File: config.mk
export PLATFORM = sky130hd
export DESIGN_NAME = jtag_tap_responder_flat
export DESIGN_NICKNAME = d
export VERILOG_FILES = /design/src/rtl/jtag_tap_responder_if.sv /design/src/rtl/jtag_tap_responder.sv /design/src/flat_wrapper.sv
export SDC_FILE = /design/constraint.sdc
export NUM_CORES = 1
export LEC_CHECK = 0
export ABC_AREA = 1
export BUFFER_PORTS_ARGS = -buffer_cell sky130_fd_sc_hd__clkbuf_2
export CAP_MARGIN = 40
export CORE_AREA = 2 2 106 119
export CTS_CLUSTER_SIZE = 28
export DETAILED_ROUTE_END_ITERATION = 10
export DIE_AREA = 0 0 108 121
export GPL_TIMING_DRIVEN = 0
export SLEW_MARGIN = 40
export SYNTH_ARGS = -nofsm -noshare
export SYNTH_HDL_FRONTEND = slang
export SYNTH_SLANG_ARGS = --single-unit
File: constraint.sdc
create_clock -name clk -period 3.79 [get_ports clk]
set_input_delay 0.9475 -clock clk [delete_from_list [all_inputs] [get_ports clk]]
set_output_delay 0.9475 -clock clk [all_outputs]
set_load 0.02 [all_outputs]
File: src/rtl/jtag_tap_responder_if.sv
// Pin-side and client-side signals of the JTAG TAP responder.
// slave is the TAP's view; master is the host/client view.
interface jtag_tap_responder_if #(
  parameter int IR_W = 6,
  parameter int DR_W = 41
);
  logic            tck;
  logic            tms;
  logic            tdi;
  logic            tdo;
  logic            tdo_en;
  logic [3:0]      tap_state;
  logic [IR_W-1:0] ir_out;
  logic [DR_W-1:0] user_cap_data;
  logic            user_cap;
  logic            user_upd;
  logic [DR_W-1:0] user_upd_data;

  modport master (
    output tck, tms, tdi, user_cap_data,
    input  tdo, tdo_en, tap_state, ir_out, user_cap, user_upd, user_upd_data
  );

  modport slave (
    input  tck, tms, tdi, user_cap_data,
    output tdo, tdo_en, tap_state, ir_out, user_cap, user_upd, user_upd_data
  );
endinterface

File: src/rtl/jtag_tap_responder.sv
// IEEE 1149.1 TAP responder, oversampled in the clk domain (IDCODE, BYPASS, USER DR).
// Optional JTAG_TAP_TRST_EN adds a synchronized active-low trst_n input.
module jtag_tap_responder #(
  parameter int              IR_W       = 6,
  parameter int              DR_W       = 41,
  parameter logic [31:0]     IDCODE_VAL = 32'h1BEEF001,
  parameter logic [IR_W-1:0] IR_IDCODE  = 6'h01,
  parameter logic [IR_W-1:0] IR_USER    = 6'h11
) (
  input  logic clk,
  input  logic rst,
`ifdef JTAG_TAP_TRST_EN
  input  logic trst_n,
`endif
  jtag_tap_responder_if.slave bus
);

  localparam logic [3:0] TLR   = 4'hF;
  localparam logic [3:0] RTI   = 4'hC;
  localparam logic [3:0] SELDR = 4'h7;
  localparam logic [3:0] CAPDR = 4'h6;
  localparam logic [3:0] SHDR  = 4'h2;
  localparam logic [3:0] EX1DR = 4'h1;
  localparam logic [3:0] PSDR  = 4'h3;
  localparam logic [3:0] EX2DR = 4'h0;
  localparam logic [3:0] UPDR  = 4'h5;
  localparam logic [3:0] SELIR = 4'h4;
  localparam logic [3:0] CAPIR = 4'hE;
  localparam logic [3:0] SHIR  = 4'hA;
  localparam logic [3:0] EX1IR = 4'h9;
  localparam logic [3:0] PSIR  = 4'hB;
  localparam logic [3:0] EX2IR = 4'h8;
  localparam logic [3:0] UPIR  = 4'hD;

  function automatic logic [3:0] tap_next(input logic [3:0] s, input logic m);
    case (s)
      TLR:     tap_next = m ? TLR   : RTI;
      RTI:     tap_next = m ? SELDR : RTI;
      SELDR:   tap_next = m ? SELIR : CAPDR;
      CAPDR:   tap_next = m ? EX1DR : SHDR;
      SHDR:    tap_next = m ? EX1DR : SHDR;
      EX1DR:   tap_next = m ? UPDR  : PSDR;
      PSDR:    tap_next = m ? EX2DR : PSDR;
      EX2DR:   tap_next = m ? UPDR  : SHDR;
      UPDR:    tap_next = m ? SELDR : RTI;
      SELIR:   tap_next = m ? TLR   : CAPIR;
      CAPIR:   tap_next = m ? EX1IR : SHIR;
      SHIR:    tap_next = m ? EX1IR : SHIR;
      EX1IR:   tap_next = m ? UPIR  : PSIR;
      PSIR:    tap_next = m ? EX2IR : PSIR;
      EX2IR:   tap_next = m ? UPIR  : SHIR;
      UPIR:    tap_next = m ? SELDR : RTI;
      default: tap_next = TLR;
    endcase
  endfunction

  // Stage p0/p1: pin synchronizers; p2 holds the previous tck for edge detection
  logic tck_p0, tck_p1, tck_p2;
  logic tms_p0, tms_p1;
  logic tdi_p0, tdi_p1;

  always_ff @(posedge clk) begin
    tck_p0 <= bus.tck;
    tck_p1 <= tck_p0;
    tck_p2 <= tck_p1;
    tms_p0 <= bus.tms;
    tms_p1 <= tms_p0;
    tdi_p0 <= bus.tdi;
    tdi_p1 <= tdi_p0;
  end

  logic rise, fall, trst_act;
  assign rise = tck_p1 & ~tck_p2;
  assign fall = ~tck_p1 & tck_p2;

`ifdef JTAG_TAP_TRST_EN
  logic trst_p0, trst_p1;
  always_ff @(posedge clk) begin
    trst_p0 <= trst_n;
    trst_p1 <= trst_p0;
  end
  assign trst_act = ~trst_p1;
`else
  assign trst_act = 1'b0;
`endif

  logic [3:0]      state_q, state_nxt;
  logic [IR_W-1:0] ir_q, ir_sr;
  logic [DR_W-1:0] dr_sr, upd_data_q;
  logic            byp_q, tdo_q, cap_q, upd_q;
  logic            sel_user, sel_idcode, sel_byp, in_shift;

  assign state_nxt  = tap_next(state_q, tms_p1);
  assign sel_user   = (ir_q == IR_USER);
  assign sel_idcode = (ir_q == IR_IDCODE);
  assign sel_byp    = ~sel_user & ~sel_idcode;
  assign in_shift   = (state_q == SHDR) || (state_q == SHIR);

  // Stage p2 -> state: TAP control, instruction and update handshake
  always_ff @(posedge clk) begin
    if (rst) begin
      state_q    <= TLR;
      ir_q       <= IR_IDCODE;
      tdo_q      <= 1'b0;
      cap_q      <= 1'b0;
      upd_q      <= 1'b0;
      upd_data_q <= '0;
    end else begin
      cap_q <= 1'b0;
      upd_q <= 1'b0;
      if (trst_act) begin
        state_q <= TLR;
        ir_q    <= IR_IDCODE;
        tdo_q   <= 1'b0;
      end else begin
        if (rise) begin
          state_q <= state_nxt;
          if (state_q == CAPDR && sel_user) cap_q <= 1'b1;
          if (state_nxt == TLR)       ir_q <= IR_IDCODE;
          else if (state_nxt == UPIR) ir_q <= ir_sr;
          if (state_nxt == UPDR && sel_user) begin
            upd_q      <= 1'b1;
            upd_data_q <= dr_sr;
          end
        end
        if (!in_shift)
          tdo_q <= 1'b0;
        else if (fall)
          tdo_q <= (state_q == SHIR) ? ir_sr[0] : (sel_byp ? byp_q : dr_sr[0]);
      end
    end
  end

  // Shift registers are reloaded on every capture, so rst leaves them alone
  always_ff @(posedge clk) begin
    if (trst_act) begin
      ir_sr <= '0;
      dr_sr <= '0;
      byp_q <= 1'b0;
    end else if (rise) begin
      case (state_q)
        CAPIR: ir_sr <= {{(IR_W-2){1'b0}}, 2'b01};
        SHIR:  ir_sr <= {tdi_p1, ir_sr[IR_W-1:1]};
        CAPDR: begin
          byp_q <= 1'b0;
          if (sel_idcode)    dr_sr <= DR_W'(IDCODE_VAL);
          else if (sel_user) dr_sr <= bus.user_cap_data;
        end
        SHDR: begin
          if (sel_byp)         byp_q <= tdi_p1;
          else if (sel_idcode) dr_sr <= {{(DR_W-32){1'b0}}, tdi_p1, dr_sr[31:1]};
          else                 dr_sr <= {tdi_p1, dr_sr[DR_W-1:1]};
        end
        default: ;
      endcase
    end
  end

  assign bus.tdo           = tdo_q;
  assign bus.tdo_en        = in_shift;
  assign bus.tap_state     = state_q;
  assign bus.ir_out        = ir_q;
  assign bus.user_cap      = cap_q;
  assign bus.user_upd      = upd_q;
  assign bus.user_upd_data = upd_data_q;

endmodule
File: src/flat_wrapper.sv
// flat-port wrapper written by rule: the top's interface ports become plain ports
module jtag_tap_responder_flat 
#(
  parameter int              IR_W       = 6,
  parameter int              DR_W       = 41,
  parameter logic [31:0]     IDCODE_VAL = 32'h1BEEF001,
  parameter logic [IR_W-1:0] IR_IDCODE  = 6'h01,
  parameter logic [IR_W-1:0] IR_USER    = 6'h11
)
  (clk, rst, bus_tck, bus_tms, bus_tdi, bus_user_cap_data, bus_tdo, bus_tdo_en, bus_tap_state, bus_ir_out, bus_user_cap, bus_user_upd, bus_user_upd_data);
  jtag_tap_responder_if #(.IR_W(IR_W), .DR_W(DR_W)) bus_i ();
  input  logic clk;
  input  logic rst;
  input wire logic [$bits(bus_i.tck)-1:0] bus_tck;
  input wire logic [$bits(bus_i.tms)-1:0] bus_tms;
  input wire logic [$bits(bus_i.tdi)-1:0] bus_tdi;
  input wire logic [$bits(bus_i.user_cap_data)-1:0] bus_user_cap_data;
  output wire logic [$bits(bus_i.tdo)-1:0] bus_tdo;
  output wire logic [$bits(bus_i.tdo_en)-1:0] bus_tdo_en;
  output wire logic [$bits(bus_i.tap_state)-1:0] bus_tap_state;
  output wire logic [$bits(bus_i.ir_out)-1:0] bus_ir_out;
  output wire logic [$bits(bus_i.user_cap)-1:0] bus_user_cap;
  output wire logic [$bits(bus_i.user_upd)-1:0] bus_user_upd;
  output wire logic [$bits(bus_i.user_upd_data)-1:0] bus_user_upd_data;
  assign bus_i.tck = bus_tck;
  assign bus_i.tms = bus_tms;
  assign bus_i.tdi = bus_tdi;
  assign bus_i.user_cap_data = bus_user_cap_data;
  assign bus_tdo = bus_i.tdo;
  assign bus_tdo_en = bus_i.tdo_en;
  assign bus_tap_state = bus_i.tap_state;
  assign bus_ir_out = bus_i.ir_out;
  assign bus_user_cap = bus_i.user_cap;
  assign bus_user_upd = bus_i.user_upd;
  assign bus_user_upd_data = bus_i.user_upd_data;
  jtag_tap_responder #(.IR_W(IR_W), .DR_W(DR_W), .IDCODE_VAL(IDCODE_VAL), .IR_IDCODE(IR_IDCODE), .IR_USER(IR_USER)) u_core (.clk(clk), .rst(rst), .bus(bus_i));
endmodule
==> run summary <==
The flow ran to the end, and the final reports show no timing, DRC or antenna violations. The worst setup path is of the flop to primary output kind. The starting DRC count in detailed routing came out at 223. The data arrival at the endpoint of the critical path is 1.48 ns.

The cell occurring most often along the worst timing path is inv_2. The maximum fanout encountered on the critical timing path is 7. The clock net sink count is 109. Global routing used 18.1% of the available tracks across all layers. Summed over all cells, the static leakage comes to 2.85 nW. After clock tree synthesis, the clock-pin slew on the worst setup and hold paths is 0.07 ns. At the end of the flow, the number of nets in the layout was 755. The floorplan die height came out at 121 um. The latest clock arrival within the worst-skew pair came out at 0.34 ns. The number of max-slew violations in the final report is 0.

The startpoint identified for the worst register-to-register timing path is u_core.tck_p1. The total setup buffers inserted after CTS came out at 0. The end of the worst register-to-register path is u_core.dr_sr[13]. The placed standard-cell area came out at 5390 um2. The number of register bits inferred by synthesis came out at 109.

The total of max-cap violations came out at 0. The area share of the leading cell type in the synthesized netlist is 31.0%. The depth of the worst register-to-register path came out at 7.

The core utilization of the finished layout is 48.1%. The critical path's slowest cell is dfxtp_1. The number of hold buffers added after cts is 0.

Walking the worst path, the cells encountered are inv_2 -> nor2_2 -> inv_2 -> nor2_1 -> clkbuf_2. The maximum frequency from static timing analysis is 412 MHz. The die footprint came out at 13,100 um2. The post-CTS resize count came out at 0. Entering global routing, the biggest net connects 17 pins. The largest stage delay on the critical path is 0.47 ns. The worst setup path is captured at a primary output. Summed over all nets, the half-perimeter wirelength after detailed placement is 8.43 mm.

The setup skew after layout came out at 0.00569 ns. Relative to the synthesized area, the layout overhead comes to 22.3%. For this design the ratio of total power to cell area is 430 nW/um2. TritonCTS built the clock tree. The average instance area after synthesis is 7.81 um2.

The average wire per cell in the routed design is 12.9 um. The synthesized netlist cell count is 595. For the pin with the worst max-slew slack, the measured transition is 0.616 ns.

The area of combinational cells with multiple inputs is 1590 um2. The first-pass GRT wire length came out at 18.4 mm. The path with the worst hold slack has its endpoint at u_core.tdi_p1. The largest total area in the synthesized netlist belongs to edfxtp_1. The overall overflow remaining after global route came out at 0. The initial core utilization is 39.3%. The worst hold path passes through 0 cells. The final period utilization is 64.1%. The worst hold path belongs to the class flop to flop. The number of fill cells came out at 1,200. Setup repair after global routing left no endpoint under its margin. The number of diodes came out at 0. The routed via count came out at 3,997.

In this run the count of I/O pins placed on the die edge is 101. The floorplan core area came out at 11,800 um2. In this run the tightest slew margin relative to its limit is 58.8%.

The total of warnings raised by yosys came out at 0. The routed wire length came out at 11.2 mm. The final RePlAce weighted congestion is 0.874.

The worst setup path is launched from a flop. The number of detailed-route iterations in the first pass is 4. Dividing the detail-routed via count by the number of cells gives 4.60. Synthesis instantiated 23 different standard cells from the library. IR analysis of the VDD net gives a maximum drop of 183 uV.

The final setup violation count is 0. The net count of the mapped netlist came out at 641. The count of nets left with antenna violations once routing finished came out at 0. Clock tree synthesis selected as its root buffer the cell clkbuf_16. The synthesized cell area came out at 4650 um2. The via count of the first global-routing pass came out at 3,942. The hold slack is 0.327 ns. The register cell area after layout is 2660 um2. In the post-synthesis netlist, the biggest area contributors are edfxtp_1 (31%), dfxtp_1 (26%), nand2_1 (14%), nor2_1 (12%), inv_1 (5.3%). The number of cell rows is 42. The remaining routing DRC violations came out at 0.

The share of final-layout standard cells stronger than drive strength 1 is 19.3%. In this run the most critical hold path is launched from u_core.tdi_p0. The share of synthesized area occupied by flip-flops and latches came out at 57.3%. The final count of hold timing violations came out at 0. The horizontal die dimension is 108 um. The required time of the critical path is 2.84 ns. The clock buffer count from CTS is 9. Summing all non-filler instances in the final layout gives an area of 5680 um2. Subtracting the final worst setup slack from the clock period gives 2.43 ns.

The count of input and output buffers came out at 100. For the final routed database, the setup TNS stands at 0 ns. The number of antenna violations at the first check in global routing came to 0. The setup slack on the worst flop-to-flop path came out at 1.46 ns. Total power for the finished layout comes to 2.44 mW. CTS built an H-tree with a depth of 3.

The clock tree buffer depth is 2.
-- sequential cells by signal (all words and copies together), names as in the netlist, 4 cells and up --
name                      count
u_core.bus.user_upd_data     41
u_core.bus.ir_out             6
u_core.bus.tap_state          4
u_core.dr_sr                 41
u_core.ir_sr                  6
-- cells in the mapped netlist --
| master | count |
|---|---|
| edfxtp_1 | 48 |
| nand3_1 | 25 |
| nor4_1 | 1 |
| a31oi_1 | 1 |
| o21ai_0 | 2 |
| nor3_1 | 2 |
| o211ai_1 | 6 |
| nor2_1 | 149 |
| clkbuf_1 | 15 |
| nand2_1 | 168 |
| a21oi_1 | 28 |
| buf_2 | 5 |
| dfxtp_1 | 61 |
| nor2_4 | 1 |
| o21ai_1 | 1 |
| inv_2 | 4 |
| clkinv_1 | 2 |
| inv_1 | 66 |
| nand2_2 | 1 |
| o31ai_1 | 1 |
| nor2_2 | 2 |
| buf_4 | 2 |
| buf_6 | 4 |
-- worst max path at each step --
stage / to / from / slack (ns) / cells past startpoint
after floorplan: u_core.dr_sr[0] / u_core.bus.tap_state[3] / 1.01 / 3
after global placement: u_core.dr_sr[12] / u_core.tck_p1 / 0.13 / 4
after detailed placement: u_core.dr_sr[14] / u_core.tck_p1 / 1.46 / 7
after CTS: bus_tdo_en / u_core.bus.tap_state[1] / 1.34 / 5
after global routing: bus_tdo_en / u_core.bus.tap_state[1] / 1.20 / 5
final: bus_tdo_en / u_core.bus.tap_state[1] / 1.36 / 5
-- stage by stage --
stage | setup WS, ns | std cells
after global placement | 0.130 | 849
after detailed placement | 1.46 | 852
final | 1.36 | 868
after global routing | 1.20 | 868
after floorplan | 1.01 | 595
after CTS | 1.34 | 868
-- critical path: cells and delay by family (launching register included) --
| family | cells | cell delay, ns |
|---|---|---|
| and+or+nand+nor | 2 | 0.32 |
| DFF | 1 | 0.47 |
| buffers and inverters | 3 | 0.35 |
-- report_power, final --
group          leakage, nW  internal, mW  switching (mW)
Sequential           0.933          1.26          0.0127
Clock                0.147         0.523           0.412
Combinational         1.77        0.0784           0.162
-- cell usage in the layout (no fill, tap or decap) --
cell,Yosys,layout
buf_4,2,2
nor3_2,0,1
o211ai_1,6,6
clkbuf_2,0,100
nand2_1,168,168
buf_2,5,5
inv_1,66,66
clkbuf_16,0,9
edfxtp_1,48,48
nor3_4,0,1
clkbuf_8,0,1
nor2_2,2,2
clkbuf_1,15,15
nor2_4,1,1
dfxtp_1,61,61
inv_2,4,4
buf_6,4,7
o21ai_0,2,2
clkinv_2,0,3
nand2_2,1,1
nor4_1,1,1
bufinv_16,0,1
nand3_1,25,25
o21ai_1,1,1
o31ai_1,1,1
clkinv_1,2,4
nor2_1,149,149
a21oi_1,28,28
a31oi_1,1,1
-- final cells by class --
| type | count | area share (%) |
|---|---|---|
| clock buffer | 10 | 4.20 |
| multi-input combinational | 388 | 28.0 |
| timing repair buffer | 103 | 9.40 |
| sequential | 109 | 46.8 |
| inverter | 72 | 4.75 |
| buffer | 26 | 2.49 |
| tap | 154 | 3.39 |
| clock inverter | 6 | 0.924 |
-- routing by layer --
layer	global-route usage [%]	up-vias	share of wire (%)
met1	23.1	1814	44
met5	0	-	0
met4	7.85	0	2.0
li1	-	2059	-
met2	29.9	104	48
met3	3.60	20	5.5
-- kinds of logic after synthesis --
group	Yosys count	synth area share, %
flops	109	57.3
buf+inv	98	8.85
simple gates	349	29.3
compound gates	39	4.60
Note: power is estimated with default switching activity, not from simulation.
